==> config.mk <==
export PLATFORM = sky130hd
export DESIGN_NAME = chronologic
export DESIGN_NICKNAME = d
export VERILOG_FILES = /design/src/rtl/chronologic_pkg.sv /design/src/rtl/chronologic_wait_mon.sv /design/src/rtl/chronologic.sv
export SDC_FILE = /design/constraint.sdc
export NUM_CORES = 1
export LEC_CHECK = 0
export BUFFER_PORTS_ARGS = -buffer_cell sky130_fd_sc_hd__buf_2
export CAP_MARGIN = 20
export CORE_MARGIN = 3
export CORE_UTILIZATION = 50
export CTS_CLUSTER_SIZE = 30
export DETAILED_ROUTE_END_ITERATION = 6
export PLACE_DENSITY = 0.66
export SYNTH_ARGS = -nofsm -noshare
export SYNTH_HDL_FRONTEND = slang
export SYNTH_SLANG_ARGS = --single-unit
==> constraint.sdc <==
create_clock -name clk -period 2.3 [get_ports clk]
set_input_delay 0.115 -clock clk [delete_from_list [all_inputs] [get_ports clk]]
set_output_delay 0.115 -clock clk [all_outputs]
set_load 0.01 [all_outputs]
==> src/rtl/chronologic_pkg.sv <==
// Shared types and helpers for the chronologic round-robin arbiter.
package chronologic_pkg;

  // Width of the generic request vector handled by rr_pick.
  localparam int unsigned MaxReq = 8;

  typedef enum logic [1:0] {
    StIdle,
    StDelay,
    StGrant
  } state_e;

  // First requesting index at or after ptr, wrapping within n masters.
  // The result is only meaningful when at least one of req[n-1:0] is high.
  function automatic logic [2:0] rr_pick(input logic [MaxReq-1:0] req,
                                         input logic [2:0]        ptr,
                                         input int unsigned       n);
    logic [2:0]  pick;
    logic        found;
    int unsigned idx;
    pick  = '0;
    found = 1'b0;
    for (int unsigned k = 0; k < MaxReq; k++) begin
      if (k < n) begin
        idx = 32'(ptr) + k;
        if (idx >= n) idx = idx - n;
        if (!found && req[idx[2:0]]) begin
          found = 1'b1;
          pick  = idx[2:0];
        end
      end
    end
    return pick;
  endfunction

endpackage

==> src/rtl/chronologic_wait_mon.sv <==
// Per-master wait counter with a sticky latency-error flag.
module chronologic_wait_mon #(
  parameter int unsigned MAX_LAT = 5,
  parameter int unsigned CNT_W   = $clog2(MAX_LAT + 2)
) (
  input  logic clk_i,
  input  logic rst_i,
  input  logic req_i,
  input  logic grant_i,
  input  logic err_clr_i,
  output logic lat_err_o
);

  logic [CNT_W-1:0] wait_q, wait_d;
  logic             lat_err_q, lat_err_d;
  logic             set_err;

  // Count ungranted request edges, saturating at MAX_LAT+1; set beats clear.
  always_comb begin
    wait_d    = wait_q;
    set_err   = req_i && !grant_i && (32'(wait_q) >= MAX_LAT);
    lat_err_d = lat_err_q;
    if (!req_i || grant_i) begin
      wait_d = '0;
    end else if (32'(wait_q) < MAX_LAT + 1) begin
      wait_d = wait_q + 1'b1;
    end
    if (set_err) begin
      lat_err_d = 1'b1;
    end else if (err_clr_i) begin
      lat_err_d = 1'b0;
    end
  end

  // State registers with synchronous reset.
  always_ff @(posedge clk_i) begin
    if (rst_i) begin
      wait_q    <= '0;
      lat_err_q <= 1'b0;
    end else begin
      wait_q    <= wait_d;
      lat_err_q <= lat_err_d;
    end
  end

  assign lat_err_o = lat_err_q;

endmodule

==> src/rtl/chronologic.sv <==
// Round-robin arbiter with fixed grant latency and per-master latency monitors.
// Optional embedded assertions are compiled when CHRONOLOGIC_SVA_EN is defined.
module chronologic
  import chronologic_pkg::*;
#(
  parameter int unsigned NUM_REQ = 2,
  parameter int unsigned MIN_LAT = 2,
  parameter int unsigned MAX_LAT = 5,
  parameter int unsigned CNT_W   = $clog2(MAX_LAT + 2)
) (
  input  logic               clk,
  input  logic               rst,
  input  logic [NUM_REQ-1:0] req,
  output logic [NUM_REQ-1:0] grant,
  output logic               busy,
  output logic [NUM_REQ-1:0] lat_err,
  input  logic               err_clr
);

  localparam int unsigned IdxW = (NUM_REQ > 1) ? $clog2(NUM_REQ) : 1;

  state_e             state_q, state_d;
  logic [IdxW-1:0]    sel_q, sel_d, ptr_q, ptr_d;
  logic [IdxW-1:0]    pick, sel_inc;
  logic [CNT_W-1:0]   dly_q, dly_d, dly_inc;
  logic [NUM_REQ-1:0] grant_q, grant_d;
  logic [MaxReq-1:0]  req_ext;

  // Candidate selection and helper increments.
  always_comb begin
    req_ext                = '0;
    req_ext[NUM_REQ-1:0]   = req;
    pick                   = IdxW'(rr_pick(req_ext, 3'(ptr_q), NUM_REQ));
    sel_inc                = (32'(sel_q) == NUM_REQ - 1) ? '0 : sel_q + 1'b1;
    dly_inc                = dly_q + 1'b1;
  end

  // FSM next-state: select, wait MIN_LAT edges, hold until release.
  always_comb begin
    state_d = state_q;
    sel_d   = sel_q;
    ptr_d   = ptr_q;
    dly_d   = dly_q;
    grant_d = grant_q;
    unique case (state_q)
      StIdle: begin
        grant_d = '0;
        if (|req) begin
          sel_d = pick;
          dly_d = CNT_W'(1);
          if (MIN_LAT == 1) begin
            grant_d[pick] = 1'b1;
            state_d       = StGrant;
          end else begin
            state_d = StDelay;
          end
        end
      end
      StDelay: begin
        if (!req[sel_q]) begin
          // Requester gave up before the grant: skip past it.
          ptr_d   = sel_inc;
          dly_d   = '0;
          state_d = StIdle;
        end else begin
          dly_d = dly_inc;
          if (32'(dly_inc) == MIN_LAT) begin
            grant_d[sel_q] = 1'b1;
            state_d        = StGrant;
          end
        end
      end
      StGrant: begin
        if (!req[sel_q]) begin
          grant_d = '0;
          ptr_d   = sel_inc;
          dly_d   = '0;
          state_d = StIdle;
        end
      end
      default: begin
        grant_d = '0;
        state_d = StIdle;
      end
    endcase
  end

  // FSM and datapath registers with synchronous reset.
  always_ff @(posedge clk) begin
    if (rst) begin
      state_q <= StIdle;
      sel_q   <= '0;
      ptr_q   <= '0;
      dly_q   <= '0;
      grant_q <= '0;
    end else begin
      state_q <= state_d;
      sel_q   <= sel_d;
      ptr_q   <= ptr_d;
      dly_q   <= dly_d;
      grant_q <= grant_d;
    end
  end

  assign grant = grant_q;
  assign busy  = (state_q != StIdle);

  for (genvar i = 0; i < NUM_REQ; i++) begin : g_wait_mon
    chronologic_wait_mon #(
      .MAX_LAT(MAX_LAT),
      .CNT_W  (CNT_W)
    ) u_wait_mon (
      .clk_i    (clk),
      .rst_i    (rst),
      .req_i    (req[i]),
      .grant_i  (grant_q[i]),
      .err_clr_i(err_clr),
      .lat_err_o(lat_err[i])
    );
  end

`ifdef CHRONOLOGIC_SVA_EN
  a_onehot: assert property (@(posedge clk) disable iff (rst) $onehot0(grant_q));

  for (genvar g = 0; g < NUM_REQ; g++) begin : g_sva
    a_grant_has_req: assert property (@(posedge clk) disable iff (rst)
      $rose(grant_q[g]) |-> $past(req[g]));
    a_lone_latency: assert property (@(posedge clk) disable iff (rst)
      (state_q == StIdle && $rose(req[g]) && req == (NUM_REQ'(1) << g))
        |-> ##[MIN_LAT:MAX_LAT] (grant_q[g] || !req[g]));
  end

  if (NUM_REQ == 1) begin : g_sva_single
    a_no_err: assert property (@(posedge clk) disable iff (rst) lat_err == '0);
  end
`endif

endmodule

Word-level counts from Yosys, hierarchy flattened
Cells that the tools add are included.
{"block": "totals", "ff_bits": 17, "input_bits": 5, "output_inout_bits": 5, "wordCells": 92}
{"block": "classes", "n_addsub": 7, "magnitude_cmp": 10, "eq_ne": 8, "n_mux": 29, "bitwise": 2, "reduce_logical": 27}
{"operator": "$mux W3", "count": 5}
{"operator": "$mux W1", "count": 12}
{"operator": "$mux W2", "count": 6}
{"operator": "$add A3 B1 Y3 const B", "count": 3}
{"operator": "$pmux W3 S3", "count": 1}
{"operator": "$reduce_and A3 Y1", "count": 3}
{"operator": "$lt A3 B4 Y1 const B", "count": 2}
{"operator": "$ne A2 B2 Y1 const B", "count": 4}
{"operator": "$reduce_or A2 Y1", "count": 4}
{"operator": "$bmux W1 S3", "count": 2}
{"operator": "$ge A3 B3 Y1 const B", "count": 2}
{"operator": "$logic_and A1 B1 Y1", "count": 6}
{"operator": "$lt A3 B3 Y1 const B", "count": 2}
{"operator": "$pmux W2 S3", "count": 1}
{"operator": "$reduce_bool A2 Y1", "count": 3}
{"operator": "$logic_not A1 Y1", "count": 5}
{"operator": "$pmux W2 S2", "count": 1}
{"operator": "$reduce_and A2 Y1", "count": 2}
{"operator": "$eq A3 B2 Y1 const B", "count": 1}
{"operator": "$ne A3 B3 Y1 const B", "count": 1}
{"operator": "$reduce_bool A3 Y1", "count": 1}
{"operator": "$sub A1 B2 Y3 const B", "count": 1}
{"operator": "$sub A2 B2 Y3 const B", "count": 1}
{"operator": "$add A1 B1 Y2 const B", "count": 1}
{"operator": "other kinds (12)", "count": 13}

Logic depth before layout (Yosys ltp)
Gate-level depths: netlist of run 1.
{"block": "logic_depth", "word_depth": 8, "depth_mapped": 7, "ltp_nobuf": 6}

By module
A second synthesis of run 1 with hierarchy kept.
{"block": "hier_totals", "hier_cells": 100, "area_unflattened_um2": 943.4}
{"module": "chronologic", "n_inst": 1, "cells_per_inst": 60, "area_each_um2": 548.0, "seq_area_each_um2": 180.2}
{"module": "chronologic_wait_mon", "n_inst": 2, "cells_per_inst": 20, "area_each_um2": 197.7, "seq_area_each_um2": 80.1}

Worst setup path after synthesis of run 1
OpenSTA, ideal clock, no wires.
{"block": "synth_timing", "path_type": "register to register", "startpoint": "reg state_q[0]", "endpoint": "reg dly_q[2]", "setup_ns": 0.067, "arrival_time_ns": 1.606, "required_time_ns": 2.233, "slack_ns": 0.626, "stages_incl_launch_ff": 7, "path_buffers": 0, "period_less_slack_ns": 1.674, "path_cell_list": "dfxtp_1 > inv_1 > ha_1 > nor3b_1 > a21o_1 > or4_4 > a21oi_2"}
{"block": "synth_via", "elab_chain_len": 3, "elab_cells_between_ends": 8, "classes_between": "eq/ne: 4; mux: 1; reduce/logical: 3"}
{"item": "start, declared", "line_no": "chronologic.sv:22", "text": "state_e state_q, state_d;"}
{"item": "start signal, assigned", "line_no": "chronologic.sv:91", "text": "state_q <= StIdle;"}
{"item": "start signal, assigned", "line_no": "chronologic.sv:97", "text": "state_q <= state_d;"}
{"item": "$eq A2 B2 Y1, or another cell as far along", "line_no": "chronologic.sv:45", "text": "unique case (state_q)"}
{"item": "$ne A2 B2 Y1 (no line) / $reduce_bool A3 Y1 (equally long branches)"}
{"item": "$reduce_and A3 Y1 (no line)"}
{"item": "end signal, assigned", "line_no": "chronologic.sv:100", "text": "dly_q <= dly_d;"}
{"item": "end, declared", "line_no": "chronologic.sv:25", "text": "logic [CNT_W-1:0] dly_q, dly_d, dly_inc;"}
Parallel ways exist; a longest one is shown, timed or not.
A chain may end at the register's enable or synchronous reset.

Final worst setup path of run 1
Ends and elaborated chain as after synthesis.

==> results of run 1 <==
## synthesized netlist by cell type, types with 3 or more instances
cell type	n
inv_1	9
buf_4	4
ha_1	10
a21oi_1	10
nand2b_1	7
nand2_1	6
o21a_1	4
o21ai_0	4
dfxtp_1	17
nor2_1	6
a31oi_1	3
## placed cells by master (no fill, tap or decap), types with 3 or more instances in the layout
cell,n
dfxtp_1,17
a21oi_1,10
ha_1,10
inv_1,9
buf_2,9
nand2b_1,7
nand2_1,6
nor2_1,6
o21ai_0,4
o21a_1,4
a31oi_1,3
clkbuf_4,3
## sequential cells by signal, indices dropped and copies added, names as in the netlist
register / cells
g_wait_mon.u_wait_mon.lat_err_o: 2
ptr_q: 1
dly_q: 3
grant: 2
state_q: 2
g_wait_mon.u_wait_mon.wait_q: 6
sel_q: 1
## area by class of cell
type                            count  area [µm²]
Timing Repair Buffer                9        45.0
Sequential cell                    17         340
Multi-Input combinational cell     76         543
Tap cell                           25        31.3
Inverter                            9        33.8
Clock buffer                        3        22.5
Clock inverter                      1        5.00
Fill cell                         177         743
## worst reg2reg max path: stages (launching register included)
cell and delay (ns):
dfxtp_1 0.37, inv_1 0.09, ha_1 0.26, nor3b_1 0.19, a21o_1 0.21, or4_4 0.52, a21oi_2 0.12
## kinds of logic (layout without fill, tap and decap cells)
| kind of cell | Yosys count | after routing | share of synthesized area |
|---|---|---|---|
| adder cells (fa/ha/maj) | 10 | 10 | 0.131 |
| flip-flops | 17 | 17 | 0.356 |
| XOR/XNOR | 2 | 2 | 0.0184 |
| AND/OR/NAND/NOR | 34 | 34 | 0.207 |
| buffers and inverters | 15 | 22 | 0.0747 |
| multiplexers | 2 | 2 | 0.0262 |
| AO/OA/AOI/OAI | 28 | 28 | 0.186 |
## through the flow
step                      hold WS [ns]  setup slack (ns)   util  total power, W
after CTS                       0.0792             0.504  0.579        0.000789
after detailed placement         0.395             0.508  0.563        0.000634
after global routing            0.0988             0.388  0.579        0.000850
after floorplan                  0.279             0.626      -        0.000571
final                           0.0840             0.499  0.579        0.000783
after global placement           0.402             0.567  0.563        0.000633
## how the worst min path moves through the flow
stage / startpoint / end / slack (ns) / cells after the start
CTS: err_clr / g_wait_mon[0].u_wait_mon.lat_err_o$_SDFFE_PP0P_ / 0.08 / 3
global route: err_clr / g_wait_mon[0].u_wait_mon.lat_err_o$_SDFFE_PP0P_ / 0.1 / 3
finish: err_clr / g_wait_mon[0].u_wait_mon.lat_err_o$_SDFFE_PP0P_ / 0.08 / 3
floorplan: req[1] / g_wait_mon[1].u_wait_mon.lat_err_o$_SDFFE_PP0P_ / 0.28 / 2
detailed placement: err_clr / g_wait_mon[0].u_wait_mon.lat_err_o$_SDFFE_PP0P_ / 0.40 / 3
global placement: err_clr / g_wait_mon[0].u_wait_mon.lat_err_o$_SDFFE_PP0P_ / 0.40 / 3
## power breakdown
part	internal, W	switching [W]
clock	0.0000647	0.0000902
sequential	0.000328	0.0000297
combinational	0.000117	0.000154
total	0.000510	0.000274
## routing by layer
layer  vias to the layer above  wire length (µm)
li1                        389                 -
met5                         -                 0
met3                         2                73
met4                         0                13
met2                        17               676
met1                       320               851
==> qor.csv, run 1 <==
stage;metric;value;unit
run_status;status;finished clean;
critical_path;crit path kind;flop to flop;
logic_synthesis;Async SR Flop Fraction;0;
critical_path;Buf/Inv on CP;1;
sta;Slew Viols, Final;0;
sta;final setup vio count;0;
route;routed via count;728;
sta;fmax;0.555;GHz
finish;ANT cells;0;
sta;Max-slew headroom;0.754;
critical_path;CP startpoint;state_q[0]$_SDFFE_PP0P_;
job;Max Cap Violations;0;
logic_synthesis;Synth area leaders;dfxtp_1 (36%), ha_1 (13%), a21oi_1 (5.2%);
clocking;clk slew on worst S/H paths;0.10;ns
logic_synthesis;area leader, netlist;dfxtp_1;
power_and_ir_drop;VDD IR-drop max;0.000563;V
critical_path;WP data required;2.54;ns
placement;PortBufs;9;
finish;post-route cell area;1020;µm²
sta;Fin Clk Skew;0.0111;ns
sta;post-layout min period;1.80;ns
global_route;grt met2 use;0.236;
global_route;GRT Total Usage;0.151;
critical_path;CP Data Arrival Time;2.04;ns
critical_path;r2r setup slk;0.50;ns
logic_synthesis;synthesized netlist cell count;108;
power_and_ir_drop;Leak;0.426;nW
critical_path;CP peak stage delay;0.52;ns
sta;final hold violation count;0;
critical_path;R2R Path Start;state_q[0]$_SDFFE_PP0P_;
global_route;vias in the first global route;706;
logic_synthesis;Post-synth EDFFs;0;
critical_path;crit path launch type;flop;
route;per-cell routed wire length;11.5;µm
logic_synthesis;Net Count, Synth;123;
sta;setup TNS;0;ns
global_route;GR Util met3;0.0544;
sta;Worst-Margin Slew;0.366;ns
logic_synthesis;sequential share of the synthesized area;0.356;
logic_synthesis;Synth top area share;0.356;
critical_path;critical-path cell list;inv_1 -> ha_1 -> nor3b_1 -> a21o_1 -> or4_4 -> a21oi_2;
route;ANT nets after route;0;
route;WL final;1610;µm
floorplanning;Die W;49.7;µm
clocking;clk_lat worst skew;0.29;ns
placement;Routability Congestion;0.775;
logic_synthesis;Main synth FF type;dfxtp_1;
clocking;Post CTS Setup Buffer Count;0;
route;first drt pass iteration count;4;
sta;RSZ-0062 raised after global routing;false;
sta;Tcrit/Tclk final;0.783;
floorplanning;DIE HEIGHT;49.7;µm
route;DR DRC count;0;
clocking;post-CTS sizing;0;
critical_path;R2R depth;6;
clocking;htree depth;1;
global_route;first-pass GRT wire length;2920;µm
placement;dpl hpwl;1240;µm
route;drt via density;5.20;
floorplanning;core area;1760;µm²
clocking;total CTS buffers;3;
clocking;Num Clock Sinks;17;
route;DRT iter0 DRCs;17;
critical_path;slowest CP cell;or4_4;
clocking;Longest Clk Path Bufs;2;
logic_synthesis;Post-Syn Area;955;µm²
floorplanning;initial core utilization;0.541;
logic_synthesis;Yosys reg bits;17;
power_and_ir_drop;power per cell area;767;nW/µm²
hold_path;Hold Crit Class;input port to flop;
finish;synthesis-to-finish area growth;6.95;%
placement;placed cell area;993;µm²
logic_synthesis;Yosys warnings;0;
clocking;CTS Root Buffer Type;clkbuf_4;
critical_path;top cell family by delay on the critical path;simple AND/OR/NAND/NOR gates;
critical_path;worst reg2reg endpoint;dly_q[2]$_SDFFE_PP0P_;
global_route;met1 Use GR;0.202;
clocking;TritonCTS clock tree;done;
critical_path;critical path capture point;dly_q[2]$_SDFFE_PP0P_;
placement;dpl cells;136;
global_route;largest net degree at the start of global routing;14;
global_route;grt total ovfl;0;
critical_path;CP max FO;6;
logic_synthesis;Yosys cell types;32;
critical_path;crit end category;flop;
floorplanning;die area;2470;µm²
finish;NumNets Final;131;
logic_synthesis;Syn Area/Cell;8.84;µm²
floorplanning;num rows;15;
clocking;Post-CTS Hold Buffers;0;
floorplanning;# IOs;10;
global_route;initial antenna violation count;0;
global_route;grt peak-use layer;met2;
finish;Final Non-Filler Cells;140;
finish;layout cell share with drive strength beyond 1;0.157;
critical_path;CP Depth;6;
No activity file was read; power rests on OpenSTA's default activity.
==> run 2: changes to the inputs <==
ABC_AREA = 1   (was not set)
clock period = 1.7 ns   (was 2.3 ns; I/O delays follow)
==> run 2 against run 1 <==
Net effect:
- combinational power increased by 140%
- critical path type unchanged
- synthesized cell count rose by 23%
- cell area increased by 4.2%
==> qor.csv, run 2 <==
stage;metric;value;unit
floorplanning;DIE HEIGHT;50.5;µm
critical_path;r2r setup slk;0.40;ns
finish;top flop regs;g_wait_mon.u_wait_mon.wait_q: 6 flops, dly_q: 3 flops;
global_route;grt total ovfl;0;
clocking;TritonCTS clock tree;done;
hold_path;Hold Crit Class;input port to flop;
power_and_ir_drop;power per cell area;1320;nW/µm²
sta;setup TNS;0;ns
global_route;largest net degree at the start of global routing;11;
placement;PortBufs;9;
floorplanning;die area;2550;µm²
floorplanning;# IOs;10;
clocking;Post-CTS Hold Buffers;0;
clocking;clk slew on worst S/H paths;0.10;ns
logic_synthesis;Post-Syn Area;990;µm²
sta;Slew Viols, Final;0;
finish;leading cell type in the layout, fill and taps excluded;nand2_1;
clocking;Longest Clk Path Bufs;2;
route;routed via count;810;
logic_synthesis;Async SR Flop Fraction;0;
finish;multi-input logic area;522;µm²
logic_synthesis;area leader, netlist;dfxtp_1;
finish;Largest Register;g_wait_mon.u_wait_mon.wait_q;
logic_synthesis;Post-synth EDFFs;0;
placement;Routability Congestion;0.833;
job;Max Cap Violations;0;
critical_path;CP max FO;5;
critical_path;Buf/Inv on CP;1;
logic_synthesis;Net Count, Synth;148;
global_route;GRT Total Usage;0.164;
finish;synthesis-to-finish area growth;7.46;%
sta;Tcrit/Tclk final;0.765;
global_route;grt peak-use layer;met2;
critical_path;CP startpoint;state_q[1]$_SDFFE_PP0P_;
run_status;status;finished clean;
logic_synthesis;Syn Area/Cell;7.44;µm²
placement;dpl cells;163;
route;DRT iter0 DRCs;9;
global_route;first-pass GRT wire length;3240;µm
sta;Max-slew headroom;0.854;
clocking;post-CTS sizing;0;
power_and_ir_drop;Leak;0.560;nW
critical_path;crit end category;flop;
logic_synthesis;sequential share of the synthesized area;0.344;
logic_synthesis;synthesized netlist cell count;133;
critical_path;worst reg2reg endpoint;dly_q[1]$_SDFFE_PP0P_;
sta;Worst-Margin Slew;0.218;ns
floorplanning;num rows;15;
sta;final hold violation count;0;
route;ANT nets after route;0;
critical_path;slowest CP cell;dfxtp_1;
clocking;Num Clock Sinks;17;
sta;Fin Clk Skew;0.0160;ns
power_and_ir_drop;VDD IR-drop max;0.000827;V
critical_path;R2R Path Start;state_q[1]$_SDFFE_PP0P_;
sta;post-layout min period;1.30;ns
global_route;grt met2 use;0.280;
logic_synthesis;commonest cells in the netlist;nand2_1 (25), inv_1 (21), dfxtp_1 (17), a21oi_1 (14);
critical_path;CP Data Arrival Time;1.50;ns
critical_path;CP peak stage delay;0.33;ns
critical_path;WP data required;1.90;ns
logic_synthesis;count leader, synth;nand2_1;
sta;final setup vio count;0;
global_route;initial antenna violation count;0;
logic_synthesis;Synth top area share;0.344;
sta;fmax;0.769;GHz
finish;NumNets Final;158;
clocking;total CTS buffers;3;
finish;max FFs per register;6;
global_route;met1 Use GR;0.198;
critical_path;R2R depth;8;
logic_synthesis;Yosys warnings;0;
critical_path;crit path kind;flop to flop;
logic_synthesis;Synth area leaders;dfxtp_1 (34%), ha_1 (13%), nand2_1 (9.5%);
critical_path;critical-path cell list;inv_1 -> ha_1 -> nor2_1 -> nand2_1 -> nand3_2 -> nand2_1 -> o21ai_1 -> nor2_1;
finish;Final Non-Filler Cells;167;
clocking;htree depth;1;
critical_path;critical path capture point;dly_q[1]$_SDFFE_PP0P_;
critical_path;top cell family by delay on the critical path;simple AND/OR/NAND/NOR gates;
clocking;Post CTS Setup Buffer Count;0;
floorplanning;Die W;50.5;µm
sta;Final Hold Slack;0.0397;ns
logic_synthesis;Main synth FF type;dfxtp_1;
global_route;vias in the first global route;787;
finish;fillers;203;
finish;most frequent cells in the layout;nand2_1 (25), inv_1 (21), dfxtp_1 (17), a21oi_1 (14);
floorplanning;initial core utilization;0.549;
logic_synthesis;Yosys reg bits;17;
clocking;clk_lat worst skew;0.29;ns
sta;RSZ-0062 raised after global routing;false;
route;WL final;1710;µm
route;DR DRC count;0;
finish;layout cell share with drive strength beyond 1;0.183;
finish;ANT cells;0;
global_route;GR Util met3;0.0623;
floorplanning;core area;1800;µm²
finish;sequential standard cell area;340;µm²
route;drt via density;4.85;
route;per-cell routed wire length;10.2;µm
critical_path;CP Depth;8;
placement;dpl hpwl;1360;µm
logic_synthesis;Yosys cell types;20;
clocking;CTS Root Buffer Type;clkbuf_4;
route;first drt pass iteration count;4;
critical_path;crit path launch type;flop;
## run 2: cell type report
type	instances	area share
Sequential cell	17	0.320
Tap cell	25	0.0294
Inverter	26	0.0918
Clock inverter	1	0.00471
Timing Repair Buffer	9	0.0424
Multi-Input combinational cell	86	0.491
Clock buffer	3	0.0212
## run 2: through the flow
stage | setup WS, ns | util | instance area [µm²] | total power [W]
2_1_floorplan | 0.502 | - | 990 | 0.00106
3_3_place_gp | 0.417 | 0.575 | 1040 | 0.00118
3_5_place_dp | 0.390 | 0.575 | 1040 | 0.00120
4_1_cts | 0.385 | 0.590 | 1060 | 0.00142
5_1_grt | 0.243 | 0.590 | 1060 | 0.00154
6_report | 0.399 | 0.590 | 1060 | 0.00140
## run 2: worst min path at each step
stage	startpoint	to	slack, ns	depth (start not counted)
4_1_cts	rst	g_wait_mon[1].u_wait_mon.lat_err_o$_SDFFE_PP0P_	0.03	2
5_1_grt	rst	g_wait_mon[0].u_wait_mon.lat_err_o$_SDFFE_PP0P_	0.03	2
6_report	rst	g_wait_mon[1].u_wait_mon.lat_err_o$_SDFFE_PP0P_	0.04	2
3_5_place_dp	rst	g_wait_mon[1].u_wait_mon.lat_err_o$_SDFFE_PP0P_	0.36	2
2_1_floorplan	rst	g_wait_mon[0].u_wait_mon.lat_err_o$_SDFFE_PP0P_	0.15	1
3_3_place_gp	err_clr	g_wait_mon[0].u_wait_mon.lat_err_o$_SDFFE_PP0P_	0.36	4
## run 2: kinds of logic after synthesis
kind of cell / count (synthesis) / share of synthesized area
AND/OR/NAND/NOR: 52 / 0.269
buffers and inverters: 30 / 0.129
AO/OA/AOI/OAI: 22 / 0.114
adder cells (fa/ha/maj): 10 / 0.126
XOR/XNOR: 2 / 0.0177
flip-flops: 17 / 0.344
## run 2: routing by layer
metal	wire, µm	vias to the layer above	share of wire
met5	0	-	0
met4	13	0	0.0076
met3	71	2	0.042
met2	812	11	0.48
met1	809	364	0.47
li1	-	433	-
## run 2: power breakdown
part / switching [W] / internal, W
Sequential: 0.0000608 / 0.000481
Combinational: 0.000400 / 0.000247
Clock: 0.000123 / 0.0000875
Total: 0.000584 / 0.000816
==> run 3: changes to the inputs <==
clock period = 1.25 ns   (was 1.7 ns; I/O delays follow)
==> run 3 against run 2 <==
Net effect:
- critical path depth fell by 1
- combinational power rose by 82%
- via count rose by 3.5%
- wire length rose by 10%
- clock skew fell by 0.013 ns
- fmax rose by 11%
- clock-buffer cell count did not move
- hold slack got worse by 0.013 ns
- register-to-register slack got worse by 0.32 ns
- sequential power rose by 44%
- sequential cell count did not move
==> qor.csv, run 3 (synthesis gave the netlist of run 2 again) <==
stage;metric;value;unit
clocking;TritonCTS clock tree;done;
finish;synthesis-to-finish area growth;18.7;%
clocking;Longest Clk Path Bufs;2;
global_route;GRT Total Usage;0.163;
sta;Fin Clk Skew;0.00299;ns
placement;PortBufs;9;
critical_path;CP max FO;5;
critical_path;worst reg2reg endpoint;state_q[0]$_SDFFE_PP0P_;
critical_path;crit end category;flop;
route;WL final;1880;µm
sta;final setup vio count;0;
sta;Slew Viols, Final;0;
critical_path;R2R Path Start;state_q[0]$_SDFFE_PP0P_;
finish;Largest Register;g_wait_mon.u_wait_mon.wait_q;
clocking;htree depth;1;
sta;final hold violation count;0;
floorplanning;initial core utilization;0.549;
critical_path;top cell family by delay on the critical path;flip-flops;
critical_path;CP Data Arrival Time;1.38;ns
floorplanning;Die W;50.5;µm
sta;setup TNS;0;ns
finish;top flop regs;g_wait_mon.u_wait_mon.wait_q: 6 flops, dly_q: 3 flops;
finish;NumNets Final;162;
hold_path;Worst Hold End;sel_q$_SDFFE_PP0P_;
critical_path;r2r setup slk;0.08;ns
floorplanning;die area;2550;µm²
clocking;clk_lat worst skew;0.30;ns
route;drt via density;4.90;
power_and_ir_drop;VDD IR-drop max;0.00143;V
critical_path;Buf/Inv on CP;2;
sta;fmax;0.852;GHz
floorplanning;# IOs;10;
route;routed via count;838;
route;DRT iter0 DRCs;15;
clocking;Num Clock Sinks;17;
sta;Final Hold Slack;0.0264;ns
floorplanning;DIE HEIGHT;50.5;µm
finish;most frequent cells in the layout;nand2_1 (23), inv_1 (18), a21oi_1 (14), dfxtp_1 (14);
hold_path;hold path cells;2;
power_and_ir_drop;Leak;0.588;nW
sta;Worst-Margin Slew;0.172;ns
global_route;grt total ovfl;0;
route;first drt pass iteration count;4;
finish;ANT cells;0;
route;ANT nets after route;0;
placement;Routability Congestion;0.822;
finish;Core Util, Final;0.652;
critical_path;CP peak stage delay;0.38;ns
placement;dpl hpwl;1310;µm
floorplanning;core area;1800;µm²
clocking;clk slew on worst S/H paths;0.10;ns
sta;Max-slew headroom;0.885;
finish;max FFs per register;6;
critical_path;slowest CP cell;dfxtp_4;
global_route;first-pass GRT wire length;3070;µm
route;DR DRC count;0;
critical_path;crit path kind;flop to flop;
power_and_ir_drop;overall power;0.00226;W
hold_path;HP Start;rst;
global_route;vias in the first global route;747;
global_route;initial antenna violation count;0;
route;per-cell routed wire length;11.0;µm
hold_path;Hold Crit Class;input port to flop;
finish;leading cell type in the layout, fill and taps excluded;nand2_1;
critical_path;critical-path cell list;inv_4 -> ha_4 -> nand3_4 -> nand2_2 -> inv_2 -> a21oi_1 -> nor2_1;
sta;post-layout min period;1.17;ns
finish;layout cell share with drive strength beyond 1;0.301;
sta;Tcrit/Tclk final;0.939;
run_status;status;finished clean;
critical_path;crit path launch type;flop;
floorplanning;num rows;15;
critical_path;WP data required;1.45;ns
power_and_ir_drop;power per cell area;1920;nW/µm²
clocking;CTS Root Buffer Type;clkbuf_4;
job;Max Cap Violations;0;
critical_path;R2R depth;7;
clocking;total CTS buffers;3;
global_route;largest net degree at the start of global routing;11;
[run 3: changes by cell type in the layout (fill, tap and decap cells not counted), moves of 3 or more]
cell	before	now
inv_1	21	18
ha_4	0	3
buf_4	0	4
ha_1	10	7
dfxtp_1	17	14
[run 3: metrics by stage]
stage / std cells / setup WS (ns) / cell area [µm²]
6_report: 171 / 0.0758 / 1170
5_1_grt: 171 / -0.0101 / 1170
4_1_cts: 170 / -0.00144 / 1090
3_5_place_dp: 166 / -0.0457 / 1060
3_3_place_gp: 166 / 0.00402 / 1060
2_1_floorplan: 133 / 0.0519 / 990
[run 3: area by class of cell]
cell class	count	area (µm²)
Fill cell	168	627
Inverter	26	103
Clock buffer	3	22.5
Sequential cell	17	349
Timing Repair Buffer	13	75.1
Tap cell	25	31.3
Clock inverter	1	5.00
Multi-Input combinational cell	86	589
[run 3: repair_timing]
action                                 CTS  global route
endpoints found under the hold margin    0             0
setup buffers                            0             1
gates resized for setup                  3            20
hold buffers                             0             0
setup endpoints to repair                6             8
pin swaps                                0             3
[run 3: how the worst max path moves through the flow]
stage / start / to / slack (ns) / cells past startpoint
finish: state_q[0]$_SDFFE_PP0P_ / state_q[0]$_SDFFE_PP0P_ / 0.08 / 7
global route: state_q[0]$_SDFFE_PP0P_ / dly_q[1]$_SDFFE_PP0P_ / -0.01 / 8
CTS: state_q[0]$_SDFFE_PP0P_ / dly_q[1]$_SDFFE_PP0P_ / -0.001 / 8
detailed placement: state_q[0]$_SDFFE_PP0P_ / dly_q[1]$_SDFFE_PP0P_ / -0.05 / 8
global placement: state_q[1]$_SDFFE_PP0P_ / dly_q[1]$_SDFFE_PP0P_ / 0.004 / 8
floorplan: state_q[1]$_SDFFE_PP0P_ / dly_q[1]$_SDFFE_PP0P_ / 0.05 / 8
[run 3: power breakdown]
part | leakage [nW] | switching (W) | internal [W]
Combinational | 0.429 | 0.000651 | 0.000525
Clock | 0.0177 | 0.000180 | 0.000119
Sequential | 0.141 | 0.000107 | 0.000673
[run 3: layer usage]
metal	vias to the layer above	global-route usage	wire (µm)
met1	376	0.199	855
met5	-	0	0
met3	7	0.0356	55
met2	13	0.261	894
met4	0	0.0942	73
li1	442	-	-
